### src/rtl/synth_pkg.sv
// rtl/synth_pkg.sv - shared synth widths, midscale and LFSR constants
package synth_pkg;

  localparam int NBIT_DATA = 6;
  localparam int NBIT_OSC  = 8;
  localparam int NBIT_PWM  = 8;

  localparam int MIDSCALE_PWM = 2 ** (NBIT_PWM - 1);

  // x^8+x^6+x^5+x^4+1 as a Fibonacci tap mask on bits 7,5,4,3
  localparam logic [7:0] LFSR_SEED = 8'h01;
  localparam logic [7:0] LFSR_TAPS = 8'hB8;

  function automatic logic [7:0] lfsr8_next(input logic [7:0] state);
    return {state[6:0], ^(state & LFSR_TAPS)};
  endfunction

endpackage

### src/rtl/pwm_gen.sv
// rtl/pwm_gen.sv - PWM period counter, capture/compute decode, duty register and comparator
module pwm_gen
  import synth_pkg::*;
#(
  parameter int nbit_pwm = NBIT_PWM
) (
  input  logic                clk,
  input  logic                rstn,
  input  logic [nbit_pwm-1:0] duty_next,
  output logic                capture,
  output logic                compute,
  output logic [nbit_pwm-1:0] duty_active,
  output logic                pwm_out
);

  localparam logic [nbit_pwm-1:0] CNT_MAX = '1;
  localparam logic [nbit_pwm-1:0] MID     = {1'b1, {(nbit_pwm-1){1'b0}}};

  logic [nbit_pwm-1:0] cnt;

  assign capture = (cnt == CNT_MAX);
  assign compute = (cnt == '0);

  always_ff @(posedge clk or negedge rstn) begin
    if (!rstn) begin
      cnt         <= '0;
      duty_active <= MID;
      pwm_out     <= 1'b0;
    end else begin
      cnt     <= cnt + 1'b1;
      // Compares against the old duty on the capture edge, so each period is whole
      pwm_out <= (cnt < duty_active);
      if (capture) begin
        duty_active <= duty_next;
      end
    end
  end

endmodule

### src/rtl/vca_pwm.sv
// rtl/vca_pwm.sv - envelope-scaled oscillator to PWM output stage; VCA_DITHER_EN adds LFSR dither
module vca_pwm
  import synth_pkg::*;
#(
  parameter int nbit_data = NBIT_DATA,
  parameter int nbit_osc  = NBIT_OSC,
  parameter int nbit_pwm  = NBIT_PWM
) (
  input  logic                 clk,
  input  logic                 rstn,
  input  logic [nbit_osc-1:0]  osc_in,
  input  logic [nbit_data-1:0] env_in,
  input  logic                 env_valid,
  output logic                 sample_tick,
  output logic [nbit_pwm-1:0]  duty_out,
  output logic                 pwm_out
);

  localparam int PW = nbit_osc + nbit_data + 1;
  localparam int SH = nbit_osc + nbit_data - nbit_pwm;

  localparam logic signed [PW-1:0] MID_OSC_X = PW'(2 ** (nbit_osc - 1));
  localparam logic signed [PW:0]   MID_PWM_X = (PW + 1)'(2 ** (nbit_pwm - 1));
  localparam logic signed [PW:0]   MAX_PWM_X = (PW + 1)'(2 ** nbit_pwm - 1);
  localparam logic [nbit_pwm-1:0]  MID       = {1'b1, {(nbit_pwm-1){1'b0}}};

  logic                 capture;
  logic                 compute;
  logic [nbit_osc-1:0]  osc_q;
  logic [nbit_data-1:0] env_q;
  logic [nbit_pwm-1:0]  duty_next;
  logic [nbit_pwm-1:0]  duty_active;
  logic [nbit_pwm-1:0]  duty_sat;
  logic signed [PW-1:0] s_ext;
  logic signed [PW-1:0] e_ext;
  logic signed [PW-1:0] p;
  logic signed [PW-1:0] p_sh;
  logic signed [PW:0]   sum;
  logic                 dither;

  pwm_gen #(
    .nbit_pwm(nbit_pwm)
  ) u_pwm_gen (
    .clk        (clk),
    .rstn       (rstn),
    .duty_next  (duty_next),
    .capture    (capture),
    .compute    (compute),
    .duty_active(duty_active),
    .pwm_out    (pwm_out)
  );

  assign sample_tick = capture;
  assign duty_out    = duty_active;

  always_ff @(posedge clk or negedge rstn) begin
    if (!rstn) begin
      osc_q <= '0;
      env_q <= '0;
    end else if (capture) begin
      osc_q <= osc_in;
      env_q <= env_valid ? env_in : '0;
    end
  end

  // Operands widened to PW bits so the truncated product is exact for any envelope level
  always_comb begin
    s_ext = $signed({{(PW-nbit_osc){1'b0}}, osc_q}) - MID_OSC_X;
    e_ext = $signed({{(PW-nbit_data){1'b0}}, env_q});
    p     = s_ext * e_ext;
    p_sh  = p >>> SH;
    sum   = $signed({p_sh[PW-1], p_sh}) + MID_PWM_X + $signed({{PW{1'b0}}, dither});
    if (sum[PW]) begin
      duty_sat = '0;
    end else if (sum > MAX_PWM_X) begin
      duty_sat = '1;
    end else begin
      duty_sat = sum[nbit_pwm-1:0];
    end
  end

  always_ff @(posedge clk or negedge rstn) begin
    if (!rstn) begin
      duty_next <= MID;
    end else if (compute) begin
      duty_next <= duty_sat;
    end
  end

`ifdef VCA_DITHER_EN
  logic [7:0] lfsr;

  always_ff @(posedge clk or negedge rstn) begin
    if (!rstn) begin
      lfsr <= LFSR_SEED;
    end else if (compute) begin
      lfsr <= lfsr8_next(lfsr);
    end
  end

  assign dither = lfsr[0];
`else
  assign dither = 1'b0;
`endif

endmodule

### config.mk
export PLATFORM = sky130hd
export DESIGN_NAME = vca_pwm
export DESIGN_NICKNAME = d
export VERILOG_FILES = /design/src/rtl/synth_pkg.sv /design/src/rtl/pwm_gen.sv /design/src/rtl/vca_pwm.sv
export SDC_FILE = /design/constraint.sdc
export NUM_CORES = 1
export LEC_CHECK = 0
export ABC_AREA = 1
export CAP_MARGIN = 15
export CORE_MARGIN = 5
export CORE_UTILIZATION = 24
export DETAILED_ROUTE_END_ITERATION = 12
export PLACE_DENSITY = 0.41
export SLEW_MARGIN = 10
export SYNTH_ARGS = -nofsm -noshare
export SYNTH_HDL_FRONTEND = slang
export SYNTH_SLANG_ARGS = --single-unit
### constraint.sdc
create_clock -name clk -period 4.5 [get_ports clk]
set_clock_uncertainty 0.2 [all_clocks]
set_input_delay 0.9 -clock clk [delete_from_list [all_inputs] [get_ports clk]]
set_output_delay 0.9 -clock clk [all_outputs]
set_load 0.02 [all_outputs]
==> out/results.ini, run 1 <==
[drt]
dr.pass1.iters=6
ant_nets=0
drcViolationCount=0
finalWirelength_um=9360
routedWlPerCell_um=11.9
vias=3169
viasPerCell=4.04
drt_iter0_drc=114

[clock_tree]
cts_buffer_depth=2
path_clk_slew_ps=70
cts_sinks=39
cts_htree_levels=2
clock_latency_ps=290
cts_buffers=5
cts_tree=built
cts-root-buf=clkbuf_16

[worst_setup_path]
crit_path_top_delay_cell=fa_1
cp_num_cells=21
crit_family=adder cells
crit_buf_inv=6
r2r-end=duty_next[0]
critPathLaunchType=flip-flop
ff2ff_path_depth=21
cpPeakStageDelay_ps=530
setup.worst_path.class=reg -> reg
crit_required_ps=4470
rr_startpoint=env_q[3]
arrival_ps=4630
r2r_slack_ps=-150
worst_setup_path_end_kind=flip-flop
path_cells=nand2_2 > inv_2 > fa_1 > inv_1 > fa_1 > inv_2 > fa_1 > inv_1 > fa_1 > inv_2 > ha_4 > nand2_4 > nor2_2 > o21ai_2 > nand3_2 > a21oi_2 > xnor2_2 > ha_4 > inv_2 > o21ai_1 > o21ai_1
cp_max_fo=7

[logic_synthesis]
synthArstFlopShare=1.00
synthFlopType=dfrtp_1
avgSynthCellArea_sq_um=7.80
synth_edf_count=0
syn_nets=583
synthesis.area_sq_um=3850
synthDistinctLibCells=31
syn_inst=494
ys_seq_area_frac=0.254
synth-seq-cells=39
yosysWarnings=0

[finish]
antenna_cells=0
final_util=0.321
fin_nets=658
syn_to_final_growth_pct=32.0
drive_above_1_share=0.220

[power_and_ir_drop]
switchingPower_mw=0.166
seqPwrFrac=0.446
combPwrFrac=0.028
p_per_area_nw_per_um2=155
peakVddDrop_mv=0.197
p_leak_nw=2.65
swShare=0.211
p_int_mw=0.621
clockPowerShare=0.527

[timing]
max_freq_ghz=0.215
finalSetupTns_ps=-972
rsz0062_at_grt=true
setup_ws_ps=-153
fin_crit_sh=1.03
slew_headroom=0.351
drv_slew=0
layout_min_cycle_time_ps=4650
finalSetupViolCount=8
hold_viol=0
tightest_slew_ps=973

[floorplanning]
dieArea_sq_um=18700
fp.dieW_um=137
fp.dieH_um=137
core_area_sq_um=15800
fp-row-count=46
pin_count=27
start_util=0.243

[hold_path]
holdCritStartpoint=duty_next[7]
hold_end=duty_next[7]
hold_depth=2
hold_class=reg -> reg

[placed_design]
portBuffers=26
gp_congestion=0.810
post-dp-hpwl_um=7600

[global_routing]
track_usage=0.111
grt_max_degree=40
grt_pass1_wl_um=16500
antenna_found_initial=0
overflow=0
grt_pass1_vias=3346

[outcome]
outcome=complete, but fails checks
violations=negative setup slack

[run]
cap_violations=0

## sequential cells by signal (all words and copies together), names as in the netlist
register	cells
duty_next	8
osc_q	8
u_pwm_gen.cnt	8
u_pwm_gen.duty_active	8
env_q	6
u_pwm_gen.pwm_out	1
## per-stage QoR
stage	setup WS [ps]	instances	power [mW]	instance area (sq um)	hold WS (ps)
final	-153	785	0.787	5090	269
after global routing	-330	785	0.817	5090	296
after CTS	-164	785	0.797	5060	275
after detailed placement	-339	769	0.380	4750	264
after global placement	-314	769	0.379	4750	265
after floorplan	1.54	494	0.357	4000	239
## routing by layer
layer	vias to the layer above	global-route usage	share of wire
met2	30	0.188	0.48
met5	-	0	0
met3	12	0.0301	0.035
li1	1620	-	-
met4	0	0.0230	0.017
met1	1507	0.143	0.47
## cells in the mapped netlist (all sizes together) (2+ instances only)
cell type | instances | area, sq um
nand2 | 141 | 534
inv | 124 | 465
ha | 38 | 475
dfrtp | 37 | 926
fa | 34 | 681
nor2 | 22 | 85.1
a21oi | 20 | 100
o21ai | 20 | 126
nand3 | 18 | 95.1
xor2 | 14 | 123
clkbuf | 4 | 15.0
buf | 3 | 33.8
nor3 | 3 | 26.3
a21boi | 2 | 15.0
a21o | 2 | 15.0
dfstp | 2 | 52.6
nand4 | 2 | 12.5
o21bai | 2 | 15.0
or2 | 2 | 15.0
## tightest hold or removal path: stages, from the launching register on
cell and delay, ps:
dfstp_2 370, nand2_1 50, nand2_1 40
## logic make-up after synthesis
| kind of cell | Yosys count | synth area share |
|---|---|---|
| AOI/OAI and AO/OA | 47 | 0.0724 |
| DFF | 39 | 0.254 |
| xor gates and xnor gates | 15 | 0.0341 |
| and+or+nand+nor | 189 | 0.205 |
| buffers and inverters | 132 | 0.134 |
| adders and majority gates | 72 | 0.300 |
## repair_timing
action / 4_1_cts / 5_1_grt
hold buffers: 0 / 0
endpoints found under the setup margin: 8 / 8
setup buffers: 9 / 0
pin swaps: 34 / 20
resized for setup: 24 / 14
## worst max path at each step
| stage | from | endpoint | slack, ps |
|---|---|---|---|
| finish | env_q[3] | duty_next[0] | -150 |
| global route | env_q[3] | duty_next[5] | -330 |
| CTS | env_q[2] | duty_next[1] | -160 |
| detailed placement | env_q[3] | duty_next[2] | -340 |
| global placement | env_q[3] | duty_next[2] | -310 |
| floorplan | env_q[3] | duty_next[0] | 2 |
## power by group through the flow
stage | registers [mW] | clock network [mW] | logic, mW
detailed placement | 0.357 | 0 | 0.0224
global placement | 0.357 | 0 | 0.0224
finish | 0.351 | 0.415 | 0.0217
CTS | 0.351 | 0.425 | 0.0222
global route | 0.350 | 0.442 | 0.0243
floorplan | 0.357 | 0 | 0.0000295
## layout make-up
cell class	count	area, sq um
Timing Repair Buffer	75	631
Fill cell	1678	10700
Multi-Input combinational cell	323	2570
Sequential cell	39	985
Inverter	125	472
Clock inverter	2	37.5
Tap cell	216	270
Clock buffer	5	125
## placed cells by master, fill, tap and decap left out, types with 2 or more instances in the layout
cell	count
nand2_1	134
inv_1	110
buf_4	47
fa_1	32
dfrtp_1	32
ha_1	30
clkdlybuf4s50_1	25
nor2_1	16
nand3_1	16
xor2_1	14
a21oi_1	14
inv_2	13
o21ai_2	9
o21ai_1	8
ha_4	8
a21oi_2	6
nand2_2	5
clkbuf_16	5
dfrtp_2	5
nor2_4	4
o21ai_0	3
nor3_1	2
nor2_2	2
nand3_2	2
o21bai_2	2
nand2_4	2
a21o_1	2
a21boi_0	2
nand4_1	2
fa_2	2
dfstp_2	2
buf_6	2
Power figures use the tool's default switching activity.
==> run 2, diff against run 1 <==
Settings changed: REMOVE_ABC_BUFFERS from default to 1.
==> out/results.ini, run 2 (synthesized netlist as in run 1, its figures left out) <==
[finish]
syn_to_final_growth_pct=37.8  ; was 32.0%
stdcell_area_sq_um=5310  ; was 5090 sq um
layout_commonest_cell=nand2_1  ; unchanged
final_cell_mix=nand2_1 (128), inv_1 (103), buf_4 (58)  ; was nand2_1 (134), inv_1 (110), buf_4 (47)
seqCellArea_sq_um=982  ; was 985 sq um
drive_above_1_share=0.277  ; was 0.220
fin_nets=673  ; was 658
multi_input_area_sq_um=2650  ; was 2570 sq um
nFillCells=1685  ; was 1678
antenna_cells=0  ; unchanged

[outcome]
outcome=complete, but fails checks  ; unchanged
violations=negative setup slack  ; unchanged

[timing]
finalSetupViolCount=8  ; unchanged
hold_viol=0  ; unchanged
slew_headroom=0.345  ; was 0.351
setup_ws_ps=-177  ; was -153 ps
whs_ps=274  ; was 269 ps
fin_crit_sh=1.04  ; was 1.03
drv_slew=0  ; unchanged
max_freq_ghz=0.214  ; was 0.215 GHz
tightest_slew_ps=982  ; was 973 ps
rsz0062_at_grt=true  ; unchanged
layout_min_cycle_time_ps=4680  ; was 4650 ps

[clock_tree]
cts_buffers=5  ; unchanged
cts_sinks=39  ; unchanged
hold_buffers=0  ; unchanged
cts_tree=built  ; unchanged
cts_buffer_depth=2  ; unchanged
path_clk_slew_ps=60  ; was 70 ps
cts_htree_levels=2  ; unchanged
clock_latency_ps=290  ; about the same
cts-root-buf=clkbuf_16  ; unchanged

[drt]
viasPerCell=3.98  ; was 4.04
drcViolationCount=0  ; unchanged
finalWirelength_um=9500  ; was 9360 um
vias=3188  ; was 3169
routedWlPerCell_um=11.9  ; about the same
ant_nets=0  ; unchanged
dr.pass1.iters=4  ; was 6
drt_iter0_drc=134  ; was 114

[worst_setup_path]
arrival_ps=4650  ; was 4630 ps
cp_max_fo=7  ; unchanged
crit_required_ps=4470  ; about the same
critPathLaunchType=flip-flop  ; unchanged
setup.worst_path.class=reg -> reg  ; unchanged
worst_setup_path_end_kind=flip-flop  ; unchanged

[global_routing]
overflow=0  ; unchanged
grt_pass1_wl_um=17000  ; was 16500 um
grt_max_degree=40  ; unchanged
track_usage=0.115  ; was 0.111
grt_pass1_vias=3544  ; was 3346
antenna_found_initial=0  ; unchanged

[hold_path]
hold_class=reg -> reg  ; unchanged

[floorplanning]
dieArea_sq_um=18700  ; unchanged
core_area_sq_um=15800  ; unchanged
fp.dieH_um=137  ; unchanged
fp-row-count=46  ; unchanged
start_util=0.243  ; unchanged
pin_count=27  ; unchanged
fp.dieW_um=137  ; unchanged

[run]
cap_violations=0  ; unchanged

[power_and_ir_drop]
peakVddDrop_mv=0.166  ; was 0.197 mV
swShare=0.214  ; was 0.211
seqPwrFrac=0.441  ; was 0.446
combPwrFrac=0.027  ; was 0.028
clockPowerShare=0.532  ; was 0.527
p_int_mw=0.624  ; was 0.621 mW
p_leak_nw=2.74  ; was 2.65 nW
switchingPower_mw=0.170  ; was 0.166 mW
p_per_area_nw_per_um2=150  ; was 155 nW/um^2

[placed_design]
portBuffers=26  ; unchanged
dpl_cell_area_sq_um=4710  ; was 4750 sq um
gp_congestion=0.824  ; was 0.810
post-dp-hpwl_um=7740  ; was 7600 um

-- run 2: power by group through the flow --
stage                     combinational (mW)  clock, mW  sequential, mW
after floorplan                    0.0000295          0           0.357
after global placement                0.0224          0           0.357
after detailed placement              0.0228          0           0.357
after CTS                             0.0227      0.435           0.351
after global routing                  0.0244      0.454           0.350
final                                 0.0216      0.422           0.351
-- run 2: stage by stage --
stage	setup WS, ps	total power, mW	cells	util	setup TNS, ps
floorplan	-389	0.357	487	-	-2690
global placement	-554	0.379	780	0.298	-4210
detailed placement	-611	0.380	780	0.298	-4450
CTS	-198	0.808	796	0.326	-1410
global route	-382	0.828	801	0.335	-2920
finish	-177	0.794	801	0.335	-1270
-- run 2: repair_timing --
action	4_1_cts	5_1_grt
resized for setup	61	35
endpoints found under the setup margin	8	8
pin swaps	45	21
buffers inserted	8	5
-- run 2: worst max-delay path, cell delays in order (launching register included) --
cell and delay [ps]:
dfrtp_2 480, nor2_4 70, buf_6 120, fa_1 490, fa_1 510, fa_1 530
inv_2 40, fa_1 510, inv_2 50, ha_4 280, buf_6 100, nand2_4 50
nor2_4 130, nand3_2 100, nand3_2 90, a21oi_2 70, xnor2_2 150, ha_4 350
inv_4 40, o21ai_1 120, o21ai_1 60
-- run 2: per-layer routing --
metal / GRT usage / wire (um)
met1: 0.146 / 4410
met2: 0.197 / 4710
met3: 0.0210 / 179
met4: 0.0375 / 196
met5: 0 / 0
-- run 2: cell type report --
class,instances,share of cell area
sequential,39,0.185
inverter,125,0.0893
clock inverter,3,0.00825
timing repair buffer,90,0.143
tap,216,0.0509
clock buffer,5,0.0236
multi-input combinational,323,0.500
-- run 2: final timing paths --
kind | start | cells after the start | slack [ps] | to
worst max-delay path | osc_q[7] | 20 | -180 | duty_next[0]
worst min-delay path | u_pwm_gen.cnt[0] | 1 | 270 | u_pwm_gen.cnt[0]
worst max register to register | osc_q[7] | 20 | -180 | duty_next[0]
worst min register to register | u_pwm_gen.cnt[0] | 1 | 270 | u_pwm_gen.cnt[0]
max in group asynchronous | rstn | 1 | 2860 | env_q[3]
min in group asynchronous | rstn | 1 | 570 | osc_q[1]
==> run 3, diff against run 2 <==
Settings changed: GPL_TIMING_DRIVEN from default to 0.
==> out/results.ini, run 3 (synthesized netlist as in run 1, its figures left out) <==
[timing]
max_freq_ghz=0.213  ; was 0.214 GHz
layout_min_cycle_time_ps=4700  ; was 4680 ps
whs_ps=274  ; about the same
setup_ws_ps=-197  ; was -177 ps
tightest_slew_ps=513  ; was 982 ps
hold_viol=0  ; unchanged
finalSetupTns_ps=-1120  ; was -1270 ps
rsz0062_at_grt=true  ; unchanged
fin_crit_sh=1.04  ; about the same
slew_headroom=0.658  ; was 0.345
drv_slew=0  ; unchanged
finalSetupViolCount=8  ; unchanged

[run]
cap_violations=0  ; unchanged

[power_and_ir_drop]
clockPowerShare=0.498  ; was 0.532
p_int_mw=0.572  ; was 0.624 mW
combPwrFrac=0.032  ; was 0.027
swShare=0.234  ; was 0.214
peakVddDrop_mv=0.142  ; was 0.166 mV
p_leak_nw=2.62  ; was 2.74 nW
switchingPower_mw=0.175  ; was 0.170 mW
seqPwrFrac=0.469  ; was 0.441
finalPower_mw=0.747  ; was 0.794 mW
p_per_area_nw_per_um2=144  ; was 150 nW/um^2

[worst_setup_path]
cp_max_fo=6  ; was 7
critPathLaunchType=flip-flop  ; unchanged
crit_path_top_delay_cell=fa_1  ; unchanged
crit_family=adder cells  ; unchanged
setup.worst_path.class=reg -> reg  ; unchanged
cpMostUsedCell=fa_1  ; unchanged
arrival_ps=4720  ; was 4650 ps
crit_buf_inv=3  ; was 5
cpPeakStageDelay_ps=520  ; was 530 ps
worst_setup_path_end_kind=flip-flop  ; unchanged
crit_required_ps=4530  ; was 4470 ps
path_cells=nor2_4 > fa_2 > fa_1 > inv_1 > fa_1 > inv_1 > fa_1 > ha_4 > a21o_1 > a21oi_2 > nand3_4 > a21oi_4 > xnor2_2 > ha_4 > buf_6 > a21oi_2 > nand2_1 > nand2_1  ; was nor2_4 > buf_6 > fa_1 > fa_1 > fa_1 > inv_2 > fa_1 > inv_2 > ha_4 > buf_6 > nand2_4 > nor2_4 > nand3_2 > nand3_2 > a21oi_2 > xnor2_2 > ha_4 > inv_4 > o21ai_1 > o21ai_1

[global_routing]
antenna_found_initial=0  ; unchanged
use_met3=0.0169  ; was 0.0210
track_usage=0.108  ; was 0.115
grt_pass1_vias=3294  ; was 3544
gr-usage-met2=0.196  ; was 0.197
grt_pass1_wl_um=16000  ; was 17000 um
grt_max_degree=21  ; was 40
overflow=0  ; unchanged
grt-busiest-layer=met2  ; unchanged
grt_use_met1=0.134  ; was 0.146

[drt]
drt_iter0_drc=87  ; was 134
dr.pass1.iters=4  ; unchanged
vias=3089  ; was 3188
drcViolationCount=0  ; unchanged
routedWlPerCell_um=12.0  ; was 11.9 um
finalWirelength_um=9350  ; was 9500 um
viasPerCell=3.97  ; was 3.98
ant_nets=0  ; unchanged

[clock_tree]
cts-root-buf=clkbuf_16  ; unchanged
cts_buffer_depth=2  ; unchanged
path_clk_slew_ps=70  ; was 60 ps
cts_tree=built  ; unchanged
cts_buffers=5  ; unchanged
cts_sinks=39  ; unchanged
clock_latency_ps=290  ; about the same
cts_htree_levels=2  ; unchanged

[finish]
drive_above_1_share=0.258  ; was 0.277
antenna_cells=0  ; unchanged
fin_nets=650  ; was 673
final_cells=778  ; was 801
final_cell_mix=nand2_1 (127), inv_1 (104), fa_1 (32), buf_4 (32), ha_1 (29)  ; was nand2_1 (128), inv_1 (103), buf_4 (58)
syn_to_final_growth_pct=34.9  ; was 37.8%
layout_commonest_cell=nand2_1  ; unchanged

[floorplanning]
fp.dieH_um=137  ; unchanged
start_util=0.243  ; unchanged
fp-row-count=46  ; unchanged
core_area_sq_um=15800  ; unchanged
pin_count=27  ; unchanged
fp.dieW_um=137  ; unchanged
dieArea_sq_um=18700  ; unchanged

[placed_design]
post-dp-hpwl_um=7180  ; was 7740 um
portBuffers=26  ; unchanged
pre_cts_ws_ps=-982  ; was -611 ps
gp_congestion=0.765  ; was 0.824
dp.cells=732  ; was 780

[outcome]
violations=negative setup slack  ; unchanged
outcome=complete, but fails checks  ; unchanged

[hold_path]
hold_class=reg -> reg  ; unchanged

run 3: cell types whose count changed in the layout (fill, tap and decap cells not counted), sizes merged:
cell      previous run  this run
buf                 65        42
clkinv               3         1
clkinvlp             0         2
bufinv               1         0
inv                124       125
run 3: power groups by stage:
stage	Sequential (mW)	Combinational, mW	Clock (mW)
after floorplan	0.357	0.0000295	0
after global placement	0.357	0.0225	0
after detailed placement	0.357	0.0253	0
after CTS	0.350	0.0253	0.388
after global routing	0.350	0.0272	0.401
final	0.350	0.0242	0.372
run 3: through the flow:
step           instance area (sq um)  utilization
3_5_place_dp                    4390        0.277
2_1_floorplan                   3800            -
3_3_place_gp                    4330        0.274
4_1_cts                         5030        0.318
5_1_grt                         5200        0.328
6_report                        5200        0.328
run 3: metal layers:
layer / wire [um] / vias to the layer above
li1: - / 1608
met1: 4250 / 1455
met2: 4860 / 19
met3: 128 / 7
met4: 120 / 0
met5: 0 / -
run 3: timing repair:
item	in CTS	in global routing
setup endpoints to repair	8	8
setup buffers	30	9
pin swaps	50	34
hold buffers	0	0
gates resized for setup	70	36
run 3: path summary, 6_finish.rpt:
path / startpoint / end / slack (ps) / cells past startpoint
setup / recovery: osc_q[7] / duty_next[5] / -200 / 18
hold / removal: duty_next[7] / duty_next[7] / 270 / 2
setup reg to reg: osc_q[7] / duty_next[5] / -200 / 18
hold reg to reg: duty_next[7] / duty_next[7] / 270 / 2
max in group asynchronous: rstn / duty_next[7] / 3160 / 2
min in group asynchronous: rstn / u_pwm_gen.cnt[7] / 380 / 1
run 3: cell type report:
type | count | area [sq um]
clock buffers | 5 | 125
clock inverters | 3 | 23.8
fillers | 1646 | 10600
inverters | 125 | 472
multi-input cells | 323 | 2700
flip-flops and latches | 39 | 990
well taps | 216 | 270
repair buffers | 67 | 621
run 3: worst min-delay path, cell delays in order, from the launching register on:
cell and delay (ps):
dfstp_2 370, nand2_1 60, nand2_1 50
